===== config.mk =====
export PLATFORM = sky130hd
export DESIGN_NAME = ps2_arrow_decoder
export DESIGN_NICKNAME = d
export VERILOG_FILES = /design/src/rtl/ps2_arrow_decoder.sv
export SDC_FILE = /design/constraint.sdc
export NUM_CORES = 1
export LEC_CHECK = 0
export CAP_MARGIN = 20
export CORE_MARGIN = 2
export CORE_UTILIZATION = 54
export CTS_CLUSTER_DIAMETER = 40
export CTS_CLUSTER_SIZE = 24
export DETAILED_ROUTE_END_ITERATION = 7
export PLACE_DENSITY = 0.76
export SLEW_MARGIN = 20
export SYNTH_ARGS = -nofsm -noshare
export SYNTH_HDL_FRONTEND = slang
export SYNTH_SLANG_ARGS = --single-unit

===== constraint.sdc =====
create_clock -name iVGA_CLK -period 3.5 [get_ports iVGA_CLK]
set_input_delay 0.7 -clock iVGA_CLK [delete_from_list [all_inputs] [get_ports iVGA_CLK]]
set_output_delay 0.7 -clock iVGA_CLK [all_outputs]
set_load 0.1 [all_outputs]

===== src/rtl/ps2_arrow_decoder.sv =====
// rtl/ps2_arrow_decoder.sv - PS/2 arrow-key scan-code parser with held mask, active direction and paced movement tick
module ps2_arrow_decoder #(
    parameter int unsigned TICK_DIV     = 2000000,
    parameter int unsigned TIMEOUT      = 65535,
    parameter bit          ACCEPT_PLAIN = 1'b1
) (
    input  logic       iVGA_CLK,
    input  logic       iRST_n,
    input  logic [7:0] iKEY_DATA,
    input  logic       iKEY_VALID,
    input  logic       iKEY_ERR,
    output logic [7:0] oKEY_CODE,
    output logic [3:0] oHELD,
    output logic       oDIR_VALID,
    output logic       oMOVE_TICK
);

    typedef enum logic [1:0] {
        S_IDLE,
        S_EXT,
        S_BRK,
        S_EXT_BRK
    } state_t;

    localparam logic [7:0]  CODE_E0   = 8'hE0;
    localparam logic [7:0]  CODE_F0   = 8'hF0;
    localparam logic [15:0] TO_LAST   = 16'(TIMEOUT - 1);
    localparam logic [31:0] TICK_LAST = 32'(TICK_DIV - 1);

    state_t      state_q, state_d;
    logic [15:0] to_q, to_d;
    logic [3:0]  held_q, held_d;
    logic [7:0]  code_q, code_d;
    logic        dv_q, dv_d;
    logic [31:0] cnt_q, cnt_d;
    logic        tick_q, tick_d;

    logic        ev_valid, ev_ext, ev_brk;
    logic [3:0]  key_bit;

    // Held-mask bit order is {down, left, up, right}.
    function automatic logic [3:0] arrow_bit(input logic [7:0] code);
        case (code)
            8'h74:   arrow_bit = 4'b0001;
            8'h75:   arrow_bit = 4'b0010;
            8'h6B:   arrow_bit = 4'b0100;
            8'h72:   arrow_bit = 4'b1000;
            default: arrow_bit = 4'b0000;
        endcase
    endfunction

    function automatic logic [7:0] fallback(input logic [3:0] held);
        if (held[0])      fallback = 8'h74;
        else if (held[1]) fallback = 8'h75;
        else if (held[2]) fallback = 8'h6B;
        else if (held[3]) fallback = 8'h72;
        else              fallback = 8'h00;
    endfunction

    assign key_bit = arrow_bit(iKEY_DATA);

    always_comb begin
        state_d  = state_q;
        to_d     = to_q;
        held_d   = held_q;
        code_d   = code_q;
        cnt_d    = cnt_q;
        tick_d   = 1'b0;
        ev_valid = 1'b0;
        ev_ext   = 1'b0;
        ev_brk   = 1'b0;

        if (iKEY_ERR) begin
            state_d = S_IDLE;
            to_d    = '0;
        end else if (iKEY_VALID) begin
            to_d = '0;
            case (state_q)
                S_IDLE: begin
                    if (iKEY_DATA == CODE_E0)      state_d = S_EXT;
                    else if (iKEY_DATA == CODE_F0) state_d = S_BRK;
                    else                           ev_valid = 1'b1;
                end
                S_EXT: begin
                    if (iKEY_DATA == CODE_F0) begin
                        state_d = S_EXT_BRK;
                    end else begin
                        ev_valid = 1'b1;
                        ev_ext   = 1'b1;
                        state_d  = S_IDLE;
                    end
                end
                S_BRK: begin
                    ev_valid = 1'b1;
                    ev_brk   = 1'b1;
                    state_d  = S_IDLE;
                end
                default: begin
                    ev_valid = 1'b1;
                    ev_ext   = 1'b1;
                    ev_brk   = 1'b1;
                    state_d  = S_IDLE;
                end
            endcase
        end else if (state_q != S_IDLE) begin
            if (to_q == TO_LAST) begin
                state_d = S_IDLE;
                to_d    = '0;
            end else begin
                to_d = to_q + 16'd1;
            end
        end

        if (ev_valid && (ev_ext || ACCEPT_PLAIN) && (key_bit != 4'b0000)) begin
            if (!ev_brk) begin
                held_d = held_q | key_bit;
                code_d = iKEY_DATA;
            end else if ((held_q & key_bit) != 4'b0000) begin
                held_d = held_q & ~key_bit;
                if (code_q == iKEY_DATA) code_d = fallback(held_q & ~key_bit);
            end
        end

        dv_d = (code_d != 8'h00);

        // Counter only runs while direction stays valid across the edge, so rise starts at 0 and a fall suppresses the tick.
        if (dv_q && dv_d) begin
            if (cnt_q == TICK_LAST) begin
                cnt_d  = '0;
                tick_d = 1'b1;
            end else begin
                cnt_d = cnt_q + 32'd1;
            end
        end else begin
            cnt_d = '0;
        end
    end

    always_ff @(posedge iVGA_CLK or negedge iRST_n) begin
        if (!iRST_n) begin
            state_q <= S_IDLE;
            to_q    <= '0;
            held_q  <= '0;
            code_q  <= '0;
            dv_q    <= 1'b0;
            cnt_q   <= '0;
            tick_q  <= 1'b0;
        end else begin
            state_q <= state_d;
            to_q    <= to_d;
            held_q  <= held_d;
            code_q  <= code_d;
            dv_q    <= dv_d;
            cnt_q   <= cnt_d;
            tick_q  <= tick_d;
        end
    end

    assign oKEY_CODE  = code_q;
    assign oHELD      = held_q;
    assign oDIR_VALID = dv_q;
    assign oMOVE_TICK = tick_q;

endmodule


Yosys cells after proc, flatten, opt, wreduce, memory -nomap -nowiden --
Cells that the tools add are included.
Storage, ports and cells: flip-flop bits (word level) 64, output and inout port bits 14
Cells by class: mux-type cells 35, reduce and logical (&&, ||, !) cells 12, bitwise gates (word level) 4, add/subtract/negate cells 2, equal/unequal tests 12
Operator list (number):
- 16-bit two-way mux | 4
- 32-bit two-way mux | 2
- 32-bit by 1-bit adder with 32-bit output, second input constant | 1
- 32-bit by 21-bit equality test with 1-bit output, second input constant | 1
- 8-bit by 7-bit equality test with 1-bit output, second input constant | 4
- 8-bit two-way mux | 4
- 7-bit two-way mux | 4
- 16-bit by 1-bit adder with 16-bit output, second input constant | 1
- 16-bit equality test, second input constant | 1
- 8-bit equality test, second input constant | 2
- 4-bit one-hot mux with 4 select lines | 1
- 2-bit two-way mux | 7
- 1-bit two-way mux | 9
- 4-bit bitwise AND | 2
- 8-bit equality test | 1
- 4-bit two-way mux | 2
- 4-bit nonzero test | 2
- 8-bit nonzero test | 1
- 3-bit nonzero test | 2
- 5-bit != test, second input constant | 1
- 4-bit inverter | 1
- 4-bit bitwise OR | 1
- 2-bit one-hot mux with 2 select lines | 1
- 3-bit AND reduction | 1
- other kinds (8) | 9

Logic depth before layout (Yosys ltp) --
depth in word-level cells 15, mapped depth 9, gate-level depth less buffers 8

Worst setup path before layout --
Ideal clock, no wire load.
kind reg-to-reg, from register (tool-made name), to register cnt_q[22], library setup time 0.118 ns, required time 3.382 ns, slack 0.530 ns, period minus slack after synthesis 2.970 ns, arrival time 2.853 ns, stages on the path, launching flop included 9, path through dfrtp_1 mux2_2 a32o_1 o2111a_2 o21ba_1 o221a_1 nor4_4 buf_6 nor2_2
RTL lines:
- end signal: assignment | RTL line 154 | cnt_q <= cnt_d;
- end: declaration | RTL line 35 | logic [31:0] cnt_q, cnt_d;

Final worst setup path --
from input port iKEY_DATA[0], to register cnt_q[31]
On the way: elaborated cells on any way between the ends 30
RTL lines:
- start: declaration | RTL line 9 | input logic [7:0] iKEY_DATA,
- 8-bit by 7-bit equality test with 1-bit output | RTL line 43 | case (code)
- 4-bit one-hot mux with 4 select lines | RTL line 43
- 4-bit inverter | RTL line 120 | if (code_q == iKEY_DATA) code_d = fallback(held_q & ~key_bit);
- 4-bit bitwise AND | RTL line 120
- 7-bit two-way mux | RTL line 55 | else if (held[2]) fallback = 8'h6B;
- 7-bit two-way mux | RTL line 54 | else if (held[1]) fallback = 8'h75;
- 7-bit two-way mux | RTL line 53 | if (held[0]) fallback = 8'h74;
- 8-bit two-way mux | RTL line 120
- 8-bit two-way mux | RTL line 118 | end else if ((held_q & key_bit) != 4'b0000) begin
- 8-bit two-way mux | RTL line 115 | if (!ev_brk) begin
- 8-bit two-way mux * | RTL line 114 | if (ev_valid && (ev_ext || ACCEPT_PLAIN) && (key_bit != 4'b0000)) begin
- named net code_d[0] | RTL line 33 | logic [7:0] code_q, code_d;
- 8-bit nonzero test * | RTL line 124 | dv_d = (code_d != 8'h00);
- 1-bit logical AND * | RTL line 127 | if (dv_q && dv_d) begin
- 32-bit two-way mux * | RTL line 127
- named net cnt_d[31] | RTL line 35
Mark *: on every way through the listed nets, which the timed path passes. The rest lies on a longest branch. A chain may end at the register's enable or synchronous reset.

==> flow_metrics.env <==
export IMPL_status="complete, no violations"
export IMPL_hold_violations=0
export IMPL_synth_top_family_by_area="simple AND/OR/NAND/NOR gates"
export IMPL_clk_path_buf_depth=2
export IMPL_cts_root_buf="clkbuf_8"
export IMPL_drv_cap=0
export IMPL_period_minus_slack_ps=3084
export IMPL_ys_flop_type="dfrtp_1"
export IMPL_grt_overflow_total=0
export IMPL_vias_per_cell=5.681
export IMPL_finalSetupTns_ps=0
export IMPL_ios=26
export IMPL_clock_latency_ps=350
export IMPL_synth_xor_area_share=0.1096
export IMPL_setup_slack_ps=415.7
export IMPL_multiInputGateArea_sq_um=1908
export IMPL_ant_nets=0
export IMPL_hp_class="primary input to async pin"
export IMPL_p_leak_nw=1.749
export IMPL_cts_tree="built"
export IMPL_cts_max_level=3
export IMPL_die_area_sq_um=7330
export IMPL_drive_above_1_share=0.1705
export IMPL_antenna_found_initial=0
export IMPL_ys_top_cells_by_area="dfrtp_1 45%, nand2_1 6.1%, xnor2_1 5.8%"
export IMPL_port_buffers=25
export IMPL_die_x_um=85.62
export IMPL_area_growth_pct=16.94
export IMPL_vias=2903
export IMPL_ys_seq_elements=64
export IMPL_syn_area_per_cell_sq_um=9.247
export IMPL_rows=29
export IMPL_seqCellArea_sq_um=1602
export IMPL_synth_top_area_share=0.4452
export IMPL_synthCells=389
export IMPL_cts_resized=0
export IMPL_placed_cells=495
export IMPL_peakVddDrop_mv=0.2863
export IMPL_fin_crit_sh=0.8812
export IMPL_postCtsSetupRepairBufs=0
export IMPL_total_power_mw=1.945
export IMPL_routed_wl_mm=7.256
export IMPL_wire_per_inst_um=14.20
export IMPL_ys_seq_area_frac=0.4452
export IMPL_synth_edf_count=0
export IMPL_layout_commonest_cell="dfrtp_1"
export IMPL_cpPeakStageDelay_ps=470
export IMPL_p_per_area_nw_per_um2=462.4
export IMPL_final_max_slew_violation_count=0
export IMPL_die_y_um=85.62
export IMPL_drcViolationCount=0
export IMPL_cp_max_fo=34
export IMPL_gp_congestion=0.9477
export IMPL_final_cells=511
export IMPL_tightest_slew_ps=977.7
export IMPL_first_pass_iters=4
export IMPL_fin_hold_ws_ps=408.6
export IMPL_drt_iter0_markers=140
export IMPL_critPathCaptureType="register"
export IMPL_place_area_sq_um=3978
export IMPL_cts_num_sinks=64
export IMPL_yosysUniqueCellTypes=53
export IMPL_grt_pass1_vias=2759
export IMPL_rsz0062_at_grt="no"
export IMPL_arrival_ps=3310
export IMPL_place_ws_ps=53.98
export IMPL_hpwlAfterDp_mm=5.128
export IMPL_cp_slowest_cell="or3b_2"
export IMPL_cts_buffers=9
export IMPL_synth_nets=404
export IMPL_grt_pass1_wl_mm=12.52
export IMPL_track_usage=0.2152
export IMPL_synth_compound_area_frac=0.07965
export IMPL_fin_nets=444
export IMPL_final_core_util=0.6587
export IMPL_fillers=550
export IMPL_synth_simple_area_share=0.3214
export IMPL_yosys_area_share_adder=0.01043
export IMPL_async_flop_share=1.000
export IMPL_start_kind="primary input"
export IMPL_yosysTopAreaCell="dfrtp_1"
export IMPL_clkTransAtPathRegs_ps=80
export IMPL_path_class="primary input to register"
export IMPL_synth_warnings=0
export IMPL_critPathRequiredTime_ps=3730
export IMPL_setup_violations=0
export IMPL_start_util=0.5633
export IMPL_cts_hold_buffers=0
export IMPL_fin_skew_ps=10.82
export IMPL_syn_area_sq_um=3597
export IMPL_finalInstanceArea_sq_um=4207
export IMPL_fmax_mhz=324.2
export IMPL_max_slew_margin=0.3462
export IMPL_synthMuxAreaShare=0.009391
export IMPL_core_sq_um=6386
export IMPL_path_cells="clkdlybuf4s50_1 > buf_4 > or3b_1 > a21oi_2 > o21ai_2 > or3b_2 > o221a_2 > nor4_4 > buf_12 > nor2_1"
export IMPL_n_antenna_cell=0
export IMPL_layout_common_cells="64 x dfrtp_1, 58 x nand2_1, 36 x nor2_1"
export IMPL_grt_start_max_net_pins=36
-- layout make-up --
type                    count  share of cell area
multi-input cells         308              0.4536
flip-flops and latches     64              0.3807
repair buffers             37             0.08031
clock buffers              10             0.03272
well taps                  77             0.02290
clock inverters             6             0.02171
inverters                   9            0.008031
-- where the power goes --
part / internal [mW] / switching (mW)
Combinational: 0.115 / 0.297
Clock: 0.422 / 0.300
Sequential: 0.769 / 0.0421
-- registers in the layout (all words and copies together), names as in the netlist, named ones only --
signal and cells:
cnt_q 32, oMOVE_TICK 1, to_q 16, state_q 2, oDIR_VALID 1, oKEY_CODE 8
-- final timing paths --
check	from	endpoint	slack, ps	cells after the start
max	iKEY_DATA[0]	cnt_q[31]	420	10
min	iRST_n	cnt_q[18]	410	1
max reg2reg	cnt_q[0]	cnt_q[28]	850	8
min reg2reg	cnt_q[0]	cnt_q[0]	520	1
max in group asynchronous	iRST_n	cnt_q[28]	2310	2
min in group iVGA_CLK	cnt_q[0]	cnt_q[0]	520	1
-- per-layer routing --
metal | wire length, um | global-route usage | share of wire
met1 | 3439 | 0.3062 | 0.47
met2 | 3387 | 0.3189 | 0.47
met3 | 276 | 0.04139 | 0.038
met4 | 153 | 0.09957 | 0.021
met5 | 0 | 0 | 0
-- logic make-up (layout without fill, tap and decap cells) --
| group | Yosys count | in the layout |
|---|---|---|
| DFF | 64 | 64 |
| muxes | 3 | 3 |
| AOI/OAI and AO/OA | 40 | 40 |
| and+or+nand+nor | 217 | 217 |
| xor gates and xnor gates | 45 | 45 |
| adders and majority gates | 3 | 3 |
| buffers and inverters | 17 | 62 |
-- cell usage after synthesis, types with 2 or more instances --
cell,number
o31ai_1,5
buf_6,3
and3_1,3
mux2_2,3
nor2b_1,5
nor4bb_1,2
or4_1,3
nor3_1,6
and4_1,6
clkbuf_1,4
nand2b_1,4
nor4_1,9
and2_1,3
nand3b_1,2
nor2_1,36
xor2_1,21
nor4b_1,2
nand2_1,58
or3_1,2
a21o_1,2
o211ai_1,3
nor3b_1,5
o21ai_0,11
nor2_2,29
nand3_1,25
a21oi_1,6
xnor2_1,24
ha_1,3
inv_1,8
dfrtp_1,64
nand4_1,10
-- worst max-delay path, delay by kind of cell --
family,cells,cell delay (ps)
AOI/OAI and AO/OA,3,440
buffers and inverters,3,880
and+or+nand+nor,4,1280
(Power assumes the default switching activity.)
